===== src/rtl/sort4_pkg.sv =====
// Shared types and constants for the sort4 stream loader and its fix-up compare-swap.
package sort4_pkg;

   parameter int SORT_W = 8;

   typedef enum logic [1:0] {
      FILL  = 2'd0,
      EVAL  = 2'd1,
      DRAIN = 2'd2
   } state_t;

   localparam logic [1:0] LAST_IDX = 2'd3;

endpackage


===== src/rtl/sort4_minmax_swap.sv =====
// Two-input unsigned compare-swap: the larger operand leaves on o_hi, the smaller on o_lo.
module sort4_minmax_swap #(
   parameter int W = 8
) (
   input  logic [W-1:0] i_a,
   input  logic [W-1:0] i_b,
   output logic [W-1:0] o_hi,
   output logic [W-1:0] o_lo
);

   logic w_swap;

   assign w_swap = (i_a < i_b);
   assign o_hi   = w_swap ? i_b : i_a;
   assign o_lo   = w_swap ? i_a : i_b;

endmodule


===== src/rtl/sort4_stream_loader.sv =====
// Collects four bytes for the external sorting network, then streams its results out largest first.
// Define SORT4_FIXUP_EN to order the network's middle pair so the output is fully descending.
module sort4_stream_loader
   import sort4_pkg::*;
#(
   parameter int W = SORT_W
) (
   input  logic         i_clk,
   input  logic         i_rst_n,
   input  logic [W-1:0] i_din,
   input  logic         i_din_valid,
   output logic         o_din_ready,
   output logic [W-1:0] o_n1,
   output logic [W-1:0] o_n2,
   output logic [W-1:0] o_n3,
   output logic [W-1:0] o_n4,
   input  logic [W-1:0] i_s1,
   input  logic [W-1:0] i_s2,
   input  logic [W-1:0] i_s3,
   input  logic [W-1:0] i_s4,
   output logic [W-1:0] o_dout,
   output logic         o_dout_valid,
   input  logic         i_dout_ready,
   output logic         o_dout_last
);

   state_t       r_state;
   state_t       w_next;
   logic [1:0]   r_idx;
   logic [1:0]   r_odx;
   logic [W-1:0] r_opnd [4];
   logic [W-1:0] r_res  [4];
   logic [W-1:0] w_midHi;
   logic [W-1:0] w_midLo;
   logic         w_inAcc;
   logic         w_outAcc;
   logic         w_lastIn;
   logic         w_lastOut;

   assign o_din_ready  = (r_state == FILL);
   assign o_dout_valid = (r_state == DRAIN);
   assign o_dout_last  = o_dout_valid & (r_odx == LAST_IDX);
   assign o_dout       = r_res[r_odx];
   assign w_inAcc      = i_din_valid & o_din_ready;
   assign w_outAcc     = o_dout_valid & i_dout_ready;
   assign w_lastIn     = w_inAcc & (r_idx == LAST_IDX);
   assign w_lastOut    = w_outAcc & (r_odx == LAST_IDX);

   assign o_n1 = r_opnd[0];
   assign o_n2 = r_opnd[1];
   assign o_n3 = r_opnd[2];
   assign o_n4 = r_opnd[3];

`ifdef SORT4_FIXUP_EN
   sort4_minmax_swap #(
      .W(W)
   ) u_midSwap (
      .i_a  (i_s2),
      .i_b  (i_s3),
      .o_hi (w_midHi),
      .o_lo (w_midLo)
   );
`else
   assign w_midHi = i_s2;
   assign w_midLo = i_s3;
`endif

   always_ff @(posedge i_clk or negedge i_rst_n) begin
      if (!i_rst_n) begin
         r_state <= FILL;
      end else begin
         r_state <= w_next;
      end
   end

   always_comb begin
      w_next = r_state;
      case (r_state)
         FILL:    if (w_lastIn)  w_next = EVAL;
         EVAL:    w_next = DRAIN;
         DRAIN:   if (w_lastOut) w_next = FILL;
         default: w_next = FILL;
      endcase
   end

   // Operands only change on an accepted beat, so the network inputs stay put through EVAL and DRAIN.
   always_ff @(posedge i_clk or negedge i_rst_n) begin
      if (!i_rst_n) begin
         r_idx <= '0;
         for (int k = 0; k < 4; k++) begin
            r_opnd[k] <= '0;
         end
      end else if (r_state != FILL) begin
         r_idx <= '0;
      end else if (w_inAcc) begin
         r_opnd[r_idx] <= i_din;
         r_idx         <= r_idx + 2'd1;
      end
   end

   always_ff @(posedge i_clk or negedge i_rst_n) begin
      if (!i_rst_n) begin
         r_odx <= '0;
         for (int k = 0; k < 4; k++) begin
            r_res[k] <= '0;
         end
      end else begin
         if (r_state == EVAL) begin
            r_res[0] <= i_s1;
            r_res[1] <= w_midHi;
            r_res[2] <= w_midLo;
            r_res[3] <= i_s4;
         end
         if (r_state != DRAIN) begin
            r_odx <= '0;
         end else if (w_outAcc) begin
            r_odx <= r_odx + 2'd1;
         end
      end
   end

endmodule


===== config.mk =====
export PLATFORM = sky130hd
export DESIGN_NAME = sort4_stream_loader
export DESIGN_NICKNAME = d
export VERILOG_FILES = /design/src/rtl/sort4_pkg.sv /design/src/rtl/sort4_minmax_swap.sv /design/src/rtl/sort4_stream_loader.sv
export SDC_FILE = /design/constraint.sdc
export NUM_CORES = 1
export LEC_CHECK = 0
export BUFFER_PORTS_ARGS = -buffer_cell sky130_fd_sc_hd__buf_2
export CORE_ASPECT_RATIO = 1.4
export CORE_MARGIN = 2
export CORE_UTILIZATION = 55
export CTS_CLUSTER_SIZE = 14
export DETAILED_ROUTE_END_ITERATION = 10
export GPL_ROUTABILITY_DRIVEN = 0
export PLACE_DENSITY = 0.88
export SETUP_SLACK_MARGIN = 0.3
export SKIP_CTS_REPAIR_TIMING = 1
export SYNTH_ARGS = -nofsm -noshare
export SYNTH_HDL_FRONTEND = slang
export SYNTH_SLANG_ARGS = --single-unit

===== constraint.sdc =====
create_clock -name i_clk -period 3.4 [get_ports i_clk]
set_clock_uncertainty 0.1 [all_clocks]
set_input_delay 0.85 -clock i_clk [delete_from_list [all_inputs] [get_ports i_clk]]
set_output_delay 0.85 -clock i_clk [all_outputs]
set_load 0.005 [all_outputs]

Yosys cells after proc, flatten, opt, wreduce, memory -nomap -nowiden
Cells that the tools add are included.
- bits in writable memories: 0
- bits in read-only memories: 0
- bits in latches: 0
- register bits after elaboration: 70
- word-level logic and storage cells: 51
- memories kept: 0
- reduce and logical (&&, ||, !) cells: 7
- shift-type cells: 0
- $lt $le $gt $ge: 3
- divide/modulo/power cells: 0
- bitwise gates (word level): 8
- multiplexer cells: 13
- multipliers: 0
- equality and inequality tests: 7
- add/subtract/negate cells: 2
- operators with widths (kind ; number):
    32-bit bitwise mux ; 1
    8-bit two-way mux ; 3
    8-bit binary-select mux with 2-bit select ; 1
    8-bit demux with 2-bit select ; 1
    2-bit two-way mux ; 6
    2-bit == test (second input constant) ; 3
    3-bit greater-or-equal comparator (second input constant) ; 2
    2-bit inverter with 3-bit output ; 2
    2-bit case mux with 3 select lines ; 1
    2-bit nonzero test ; 3
    1-bit bitwise AND ; 5
    2-bit by 1-bit adder with 2-bit output (second input constant) ; 2
    2-bit by 1-bit inequality test with 1-bit output (second input constant) ; 2
    2-bit AND reduction ; 2
    3-bit by 1-bit < comparator with 1-bit output (second input constant) ; 1
    2-bit by 1-bit == test with 1-bit output (second input constant) ; 1
    2-bit logical NOT ; 1
    2-bit inequality test (second input constant) ; 1
    1-bit logical AND ; 1
    1-bit inverter ; 1

Longest topological paths before layout
Gate-level depths: netlist (run 1).
- depth in word-level cells: 6
- mapped depth: 5
- mapped depth without buffers: 4

Worst setup path before layout (run 1)
Ideal clock, no wire load.
- kind: reg2out
- start point: register r_odx[0]
- end point: output port o_dout[0]
- setup slack: 1332 ps
- cell stages (with the launch flop): 3
- data required time: 2450 ps
- arrival time: 1118 ps
- path through: dfrtp_1 -> buf_2 -> mux4_2
- cells in the longest elaborated chain, start to end: 4
- RTL lines (item ; line ; text):
    from (decl) ; sort4_stream_loader.sv:30 ; logic [1:0] r_odx;
    from (signal assigned) ; sort4_stream_loader.sv:117 ; r_odx <= r_odx + 2'd1;
    2-bit inverter with 3-bit output (not written as such) ; sort4_stream_loader.sv:43 ; assign o_dout = r_res[r_odx];
    8-bit binary-select mux with 2-bit select ; sort4_stream_loader.sv:43 ;
    8-bit two-way mux (not written as such) (2 in series) ; sort4_stream_loader.sv:43 ;
    to (decl) ; sort4_stream_loader.sv:21 ; output logic [W-1:0] o_dout,
No other way between the ends. The select of a mux whose other input is x is not followed.

Worst setup path in the final report (run 1)
Ends and elaborated chain as after synthesis.

==> metrics.md, run 1 <==
| Metric | Value |
|---|---|
| Vias in the first global route | `1874` |
| Sequential area share after synthesis | `54.4%` |
| Leak | `about 1.9 nW` |
| Synthesized area | `between 0.003 and 0.004 mm²` |
| Yosys reg bits | `70` |
| Clock-pin slew on the worst setup and hold paths | `approximately 0.070 ns` |
| CTS root buf | `clkbuf_8` |
| Endpoints failing setup | `0` |
| Largest net degree at the start of global routing | `33` |
| Top FF cell, synth | `dfrtp_1` |
| H-tree depth | `3` |
| Worst IR drop on VDD | `0.428 mV` |
| Top cell type's share of synthesized area | `a little over half` |
| Slowest Stage Delay on Critical Path | `around 0.73 ns` |
| Antenna Cells | `0` |
| Final period util | `about four fifths` |
| Post-Synth Adder-Cell Area | `between 1.5 and 2%` |
| IO Pins | `87` |
| Port bufs | `between 80 and 90` |
| Clk sinks | `70` |
| Critical Path RT | `roughly 2.5 ns` |
| Fin crit period | `between 2 and 3 ns` |
| Design area | `a little under 0.004 mm²` |
| Avg WL per Cell | `16.6 µm` |
| Number of fill cells | `slightly above 400` |
| DRT Pass-1 Iters | `3` |
| Mapped Nets | `between 200 and 250` |
| Avg Synthesized Cell Area | `between 15 and 20 µm²` |
| Number of synthesized flops with an enable pin | `0` |
| Simple-gate share of the synthesized area | `2.95%` |
| Tightest Pin Transition | `0.634 ns` |
| Overall via count from detail_route | `about 1800` |
| Worst path cell trace | `mux4_2, buf_2` |
| CP Capture Type | `primary output` |
| Core Area | `roughly 0.0057 mm²` |
| Mux contribution to synthesized area | `between 30% and 40%` |
| Max_cap viols | `0` |
| Die area | `roughly 0.0065 mm²` |
| Die Y | `around 95 µm` |
| Unique masters post-synth | `20` |
| Clock Latency Late Sink | `between 0.3 and 0.4 ns` |
| Crit-path leading delay family | `flip-flops` |
| Initial antenna violation count | `0` |
| Worst endpoint data arrival time | `1.79 ns` |
| Max-Slew Margin vs Limit | `approximately 58%` |
| Chip width | `roughly 69 µm` |
| XOR/XNOR share of the synthesized area | `less than 1%` |
| Final wirelength | `5.68 mm` |
| RSZ-0062 raised after global routing | `no` |
| CP Buf/Inv Count | `1` |
| Crit start category | `flop` |
| Largest family of logic cells by synthesized area | `multiplexers` |
| Grt total ovfl | `0` |
| Vias per inst | `~5.3` |
| DRC | `0` |
| Detailed-placement wirelength estimate | `approximately 4.2 mm` |
| GRT Util Overall | `between 10% and 20%` |
| Number of CTS-inserted buffers | `9` |
| Share of layout cells above drive strength 1 | `65.2%` |
| Antenna Nets Post-Route | `0` |
| Status | `complete, no violations` |
| DRT iter0 DRCs | `87` |
| Slowest CP cell | `dfrtp_1` |
| Cell Area, Placed | `between 0.003 and 0.004 mm²` |
| Final hold slack | `~0.3 ns` |
| Largest cells by area after synthesis | `dfrtp_1 54%, mux2_4 28%, mux4_2 5.6%` |
| Cells after Synth | `between 150 and 200` |
| Clock buffer depth | `2` |
| Syn-to-layout area delta | `19.5%` |
| Yosys warnings | `0` |
| Slew Viols, Final | `0` |
| Rows | `33` |
| Asr flop ratio synth | `100%` |
| HP Class | `input port to async pin` |
| Total negative setup slack | `0 ns` |
| Endpoints failing hold | `0` |
| Nets@finish | `between 300 and 400` |
| Leading area contributor after synthesis | `dfrtp_1` |
| First-pass GRT wire length | `a little over 9 mm` |
| Setup CP Type | `flop to primary output` |
| Compound-Gate Fraction of Synth Area | `less than 1%` |
| Max FO, Critical Path | `10` |
| CTS tree | `yes` |
| Fmax | `approximately 360 MHz` |
| PD cells | `893 mW/mm²` |
| Starting density of the core | `56.1%` |
[path summary, 6_finish.rpt]
check	slack, ns	to	depth (start not counted)	from
worst max-delay path	0.66	o_dout[0]	2	r_odx[0]$_DFFE_PN0P_
worst min-delay path	0.30	o_n1[6]$_DFFE_PN0P_	1	i_rst_n
worst max register to register	1.34	r_res[31]$_DFFE_PN0N_	3	r_state[0]$_DFFE_PN0P_
worst min register to register	0.41	o_n2[5]$_DFFE_PN0P_	1	o_n2[5]$_DFFE_PN0P_
max in group asynchronous	2.18	o_n4[4]$_DFFE_PN0P_	2	i_rst_n
min in group i_clk	0.41	o_n2[5]$_DFFE_PN0P_	1	o_n2[5]$_DFFE_PN0P_
[metal layers]
metal,part of all wire [%],global-route usage [%],up-vias
li1,-,-,814
met4,1.9,8.50,0
met5,0,0,-
met1,44,26.4,912
met3,6.8,4.77,12
met2,47,28.2,76
[metrics by stage]
stage	power (mW)	std cells	worst slack, ns	utilization [%]
finish	3.44	343	0.657	67.1
global route	3.66	343	0.527	67.1
CTS	3.48	343	0.581	67.1
detailed placement	2.81	327	0.954	63.5
global placement	2.75	327	0.998	63.5
floorplan	2.37	178	1.33	-
[cell families after synthesis]
family / Yosys count
buffers and inverters: 13
and+or+nand+nor: 13
muxes: 74
adders and majority gates: 5
xor gates and xnor gates: 2
DFF: 70
AOI/OAI and AO/OA: 1
[layout make-up]
cell class / instances / area, µm² / share of cell area [%]
Timing Repair Buffer: 89 / 453 / 11.8
Tap cell: 70 / 87.6 / 2.28
Sequential cell: 70 / 1750 / 45.5
Multi-Input combinational cell: 95 / 1340 / 34.8
Clock buffer: 14 / 193 / 5.01
Inverter: 3 / 11.3 / 0.293
Clock inverter: 2 / 12.5 / 0.325
[worst reg2reg max path: cells and delay by family (launching register included)]
family | cells | cell delay [ns]
buffers and inverters | 1 | 0.42
DFF | 1 | 0.47
and+or+nand+nor | 1 | 0.60
muxes | 1 | 0.34
[Yosys cell counts (2+ instances only)]
cell,number
dfrtp_1,70
mux2_4,61
mux4_2,8
buf_6,5
ha_1,5
and4bb_1,4
buf_12,3
inv_1,3
mux2_2,3
nor2_1,3
mux2i_1,2
nor3_1,2
xnor2_1,2
[layout by cell type (no fill, tap or decap)]
master,instances
and2_1,1
a21o_1,1
clkinv_2,1
and4bb_1,4
nor2b_4,1
nor3_1,2
nand2_1,1
buf_2,86
inv_1,3
mux4_2,8
dfrtp_1,70
or2b_1,1
nor2_1,3
buf_4,3
mux2_2,3
ha_1,5
clkbuf_8,14
xnor2_1,2
mux2i_1,2
clkinvlp_4,1
mux2_4,61
[report_power, final]
| group | internal [mW] | total (mW) | switching [mW] |
|---|---|---|---|
| Combinational | 0.888 | 1.27 | 0.380 |
| Clock | 0.364 | 0.652 | 0.288 |
| Sequential | 1.24 | 1.52 | 0.279 |
[flip-flops by register name (all words and copies together) (netlist names)]
signal / cells
r_res: 32
o_n1: 8
o_n2: 8
o_n3: 8
o_n4: 8
r_idx: 2
r_odx: 2
r_state: 2
(Power assumes the default switching activity.)
==> run 2, diff against run 1 <==
CORE_UTILIZATION = 47   (was 55)
PLACE_DENSITY = 0.81   (was 0.88)
clock period = 2.47 ns   (was 3.4 ns; I/O delays follow)
==> metrics.md, run 2 (synthesized netlist as in run 1, its figures left out) <==
| Metric | Value |
|---|---|
| Max reg flops | `32` |
| Antenna Cells | `0` |
| Tightest Pin Transition | `roughly 0.6 ns` |
| Number of fill cells | `roughly 500` |
| Rows | `35` |
| Clk sinks | `70` |
| Core Area | `between 0.006 and 0.007 mm²` |
| Grt met3 use | `4.83%` |
| Worst IR drop on VDD | `0.548 mV` |
| Fmax | `around 450 MHz` |
| Detailed-placement wirelength estimate | `4.16 mm` |
| Clock Power Share | `23.9%` |
| Overall via count from detail_route | `around 1800` |
| Most Crowded Layer GR | `met2` |
| Syn-to-layout area delta | `24.6%` |
| H-tree depth | `3` |
| Max FO, Critical Path | `10` |
| Initial antenna violation count | `0` |
| Total Power | `around 5 mW` |
| Clock Latency Late Sink | `about 0.34 ns` |
| Avg WL per Cell | `15.9 µm` |
| Fin crit period | `~2.2 ns` |
| CTS tree | `yes` |
| Reg power frac | `about 40%` |
| Switching Share | `between 20% and 30%` |
| CP Capture Type | `primary output` |
| Worst endpoint data arrival time | `around 1.5 ns` |
| IO Pins | `between 80 and 90` |
| DRT Pass-1 Iters | `4` |
| RR Startpoint | `r_idx[0]$_DFFE_PN0P_` |
| Chip width | `roughly 74 µm` |
| GRT Util Overall | `between 10% and 20%` |
| Die Y | `~100 µm` |
| Slew Viols, Final | `0` |
| PD cells | `about 1300 mW/mm²` |
| Starting density of the core | `between 40% and 50%` |
| Endpoints failing setup | `0` |
| Critical Path RT | `between 1.5 and 2 ns` |
| Met1 usage | `roughly 22%` |
| First-pass GRT wire length | `roughly 9.5 mm` |
| Setup CP Type | `flop to primary output` |
| Max-Slew Margin vs Limit | `59.8%` |
| Reg2reg path depth | `4` |
| R2R setup slack | `roughly 0.64 ns` |
| Largest net degree at the start of global routing | `36` |
| RR Endpoint | `o_n3[3]$_DFFE_PN0P_` |
| Internal | `between 3 and 4 mW` |
| Clock-pin slew on the worst setup and hold paths | `roughly 0.08 ns` |
| Met2 GRT Util | `about a quarter` |
| Vias per inst | `a little under 5` |
| DRC | `0` |
| CTS root buf | `clkbuf_8` |
| Final period util | `~91%` |
| Antenna Nets Post-Route | `0` |
| Crit start category | `flop` |
| Share of layout cells above drive strength 1 | `66.8%` |
| Port bufs | `86` |
| HP Class | `input port to async pin` |
| DRT iter0 DRCs | `36` |
| Commonest non-fill, non-tap cell in the layout | `buf_2` |
| RSZ-0062 raised after global routing | `yes` |
| Leak | `1.98 nW` |
| Design area | `0.00401 mm²` |
| Endpoints failing hold | `0` |
| Die area | `between 0.007 and 0.008 mm²` |
| Net Sw Power | `approximately 1.3 mW` |
| Logic pwr share | `between 30% and 40%` |
| Max_cap viols | `0` |
| Most frequent cells in the layout | `86 x buf_2, 67 x dfrtp_1, 61 x mux2_4` |
| Total negative setup slack | `0 ns` |
| Cell Area, Placed | `between 0.003 and 0.004 mm²` |
| Grt total ovfl | `0` |
| Vias in the first global route | `roughly 1900` |
| Number of CTS-inserted buffers | `9` |
| Status | `complete, no violations` |
| Final wirelength | `5.85 mm` |
| Nets@finish | `321` |
| Clock buffer depth | `2` |
| Top reg by flops | `r_res` |
run 2: cell types whose count changed in the layout (fill, tap and decap cells not counted), moves of 3 or more:
| cell | previous run | this run |
|---|---|---|
| dfrtp_1 | 70 | 67 |
| dfrtp_2 | 0 | 3 |
| bufinv_16 | 0 | 4 |
| clkbuf_8 | 14 | 9 |
| buf_12 | 0 | 3 |
run 2: worst max-delay path, stage by stage, from the launching register on:
cell and delay [ns]:
dfrtp_1 0.37, buf_12 0.16, mux4_2 0.51, buf_2 0.14
run 2: routing by layer:
| layer | part of all wire, % | vias up | routed length (µm) |
|---|---|---|---|
| met3 | 6.3 | 8 | 371 |
| met4 | 1.4 | 0 | 83 |
| met1 | 44 | 892 | 2560 |
| met2 | 48 | 79 | 2830 |
| met5 | 0 | - | 0 |
| li1 | - | 822 | - |
run 2: final cells by class:
class	count	area (µm²)	share of cell area, %
clock inverters	7	145	3.62
repair buffers	93	520	13.0
flip-flops and latches	70	1760	43.8
inverters	3	11.3	0.281
multi-input cells	95	1340	33.4
clock buffers	9	124	3.09
well taps	92	115	2.87
run 2: how the worst max path moves through the flow:
stage,slack (ns),start,endpoint
after global placement,0.52,i_din_valid,o_n3[7]$_DFFE_PN0P_
after global routing,0.16,r_odx[0]$_DFFE_PN0P_,o_dout[6]
after CTS,0.15,r_odx[0]$_DFFE_PN0P_,o_dout[6]
final,0.23,r_odx[0]$_DFFE_PN0P_,o_dout[6]
after floorplan,0.63,r_odx[0]$_DFFE_PN0P_,o_dout[0]
after detailed placement,0.50,i_din_valid,o_n3[3]$_DFFE_PN0P_
run 2: power groups by stage:
stage          registers (mW)  clock network [mW]  logic [mW]
6_report                 2.03                1.22        1.85
5_1_grt                  2.10                1.29        2.02
4_1_cts                  2.05                1.25        1.82
3_5_place_dp             2.06                   0        1.81
3_3_place_gp             2.04                   0        1.77
2_1_floorplan            1.99                   0        1.27
run 2: per-stage QoR:
stage	util (%)	hold WS [ns]	instances	worst slack, ns
floorplan	-	0.222	178	0.635
global placement	56.0	0.390	350	0.515
detailed placement	56.0	0.389	350	0.505
CTS	60.1	0.160	366	0.149
global route	60.7	0.199	369	0.164
finish	60.7	0.159	369	0.230
==> run 3, diff against run 2 <==
CORE_UTILIZATION = 40   (was 47)
PLACE_DENSITY = 0.71   (was 0.81)
==> metrics.md, run 3 (synthesized netlist as in run 1, its figures left out) <==
| Metric | Value |
|---|---|
| CP Buf/Inv Count | `2` |
| Top reg by flops | `r_res` |
| Clock buffer depth | `2` |
| Antenna Cells | `0` |
| Fmax | `around 440 MHz` |
| Syn-to-layout area delta | `23.4%` |
| DRT iter0 DRCs | `33` |
| H-tree depth | `3` |
| Commonest non-fill, non-tap cell in the layout | `buf_2` |
| Setup CP Type | `flop to primary output` |
| Max FO, Critical Path | `5` |
| Starting density of the core | `roughly two fifths` |
| Share of layout cells above drive strength 1 | `around 67%` |
| Clock Latency Late Sink | `~0.33 ns` |
| Die area | `0.00880 mm²` |
| IO Pins | `87` |
| Slew Viols, Final | `0` |
| Crit start category | `flop` |
| Endpoints failing setup | `0` |
| Final period util | `between 90% and 100%` |
| Worst IR drop on VDD | `~0.55 mV` |
| Max_cap viols | `0` |
| Tightest Pin Transition | `0.596 ns` |
| Crit-path leading delay family | `multiplexers` |
| Initial antenna violation count | `0` |
| Leak | `roughly 2 nW` |
| Slowest CP cell | `mux4_2` |
| Number of CTS-inserted buffers | `9` |
| Worst path cell trace | `clkbuf_16, mux4_2, buf_2` |
| Place WS | `~0.54 ns` |
| Nets@finish | `roughly 320` |
| Worst endpoint data arrival time | `around 1.5 ns` |
| RSZ-0062 raised after global routing | `yes` |
| Total negative setup slack | `0 ns` |
| Port bufs | `86` |
| GRT Util Overall | `approximately 15%` |
| Endpoints failing hold | `0` |
| Antenna Nets Post-Route | `0` |
| Die Y | `about 110 µm` |
| First-pass GRT wire length | `between 9 and 10 mm` |
| PD cells | `roughly 1200 mW/mm²` |
| Status | `complete, no violations` |
| Overall via count from detail_route | `1788` |
| Core Area | `0.00780 mm²` |
| Slowest Stage Delay on Critical Path | `around 0.48 ns` |
| CP Capture Type | `primary output` |
| Final wirelength | `5.94 mm` |
| HP Class | `input port to async pin` |
| Vias per inst | `around 4.7` |
| Max reg flops | `32` |
| Avg WL per Cell | `15.7 µm` |
| Slack of the critical path | `between 0.2 and 0.25 ns` |
| Max-Slew Margin vs Limit | `~60%` |
| Clock-pin slew on the worst setup and hold paths | `about 0.07 ns` |
| Fin crit period | `2.26 ns` |
| Most frequent cells in the layout | `85 x buf_2, 66 x dfrtp_1, 61 x mux2_4` |
| CTS tree | `yes` |
| Vias in the first global route | `1910` |
| Chip width | `roughly 80 µm` |
| DRC | `0` |
| Largest net degree at the start of global routing | `between 70 and 80` |
| Clk sinks | `70` |
| Detailed-placement wirelength estimate | `approximately 4.2 mm` |
| Grt total ovfl | `0` |
| Rows | `38` |
| DRT Pass-1 Iters | `2` |
| CTS root buf | `clkbuf_8` |
| Critical Path RT | `~1.8 ns` |
==> run 3: cell types whose count changed in the layout (fill, tap and decap cells not counted), sizes merged <==
| cell | change |
|---|---|
| bufinv | -4 |
| clkbuf | +5 |
| inv | -1 |
| clkinvlp | -1 |
| buf | +2 |
==> run 3: metrics by stage <==
stage | power, mW | hold slack, ns | cell area [µm²] | std cells | utilization, %
2_1_floorplan | 3.26 | 0.222 | 3220 | 178 | -
3_5_place_dp | 3.87 | 0.389 | 3710 | 358 | 47.6
3_3_place_gp | 3.82 | 0.388 | 3710 | 358 | 47.6
5_1_grt | 5.07 | 0.205 | 3970 | 378 | 51.0
6_report | 4.76 | 0.198 | 3970 | 378 | 51.0
4_1_cts | 4.72 | 0.193 | 3890 | 372 | 49.9
==> run 3: report_power, final <==
part           total, mW  switching [mW]  internal (mW)
combinational       1.90           0.577           1.32
sequential          2.05           0.338           1.71
clock              0.819           0.384          0.435
total               4.76            1.30           3.46
==> run 3: final cells by class <==
class / instances / area, µm²
Sequential cell: 70 / 1760
Inverter: 3 / 11.3
Multi-Input combinational cell: 95 / 1340
Clock inverter: 1 / 5.00
Clock buffer: 13 / 169
Timing Repair Buffer: 96 / 567
Tap cell: 100 / 125
Fill cell: 672 / 3820
==> run 3: path summary, 6_finish.rpt <==
path / startpoint / endpoint / slack (ns) / depth (start not counted)
max: r_odx[0]$_DFFE_PN0P_ / o_dout[7] / 0.21 / 3
max reg2reg: r_idx[0]$_DFFE_PN0P_ / o_n3[6]$_DFFE_PN0P_ / 0.66 / 4
min reg2reg: r_state[0]$_DFFE_PN0P_ / r_idx[0]$_DFFE_PN0P_ / 0.40 / 1
max in group asynchronous: i_rst_n / r_state[1]$_DFFE_PN0P_ / 1.77 / 2
min in group i_clk: r_state[0]$_DFFE_PN0P_ / r_idx[0]$_DFFE_PN0P_ / 0.40 / 1
min: i_rst_n / o_n2[1]$_DFFE_PN0P_ / 0.20 / 2
==> run 3: metal layers <==
metal / track usage [%] / share of wire (%) / vias up
met5: 0 / 0 / -
met4: 6.54 / 0.91 / 0
met3: 4.89 / 6.8 / 5
met2: 22.4 / 47 / 77
met1: 19.1 / 46 / 880
li1: - / - / 826
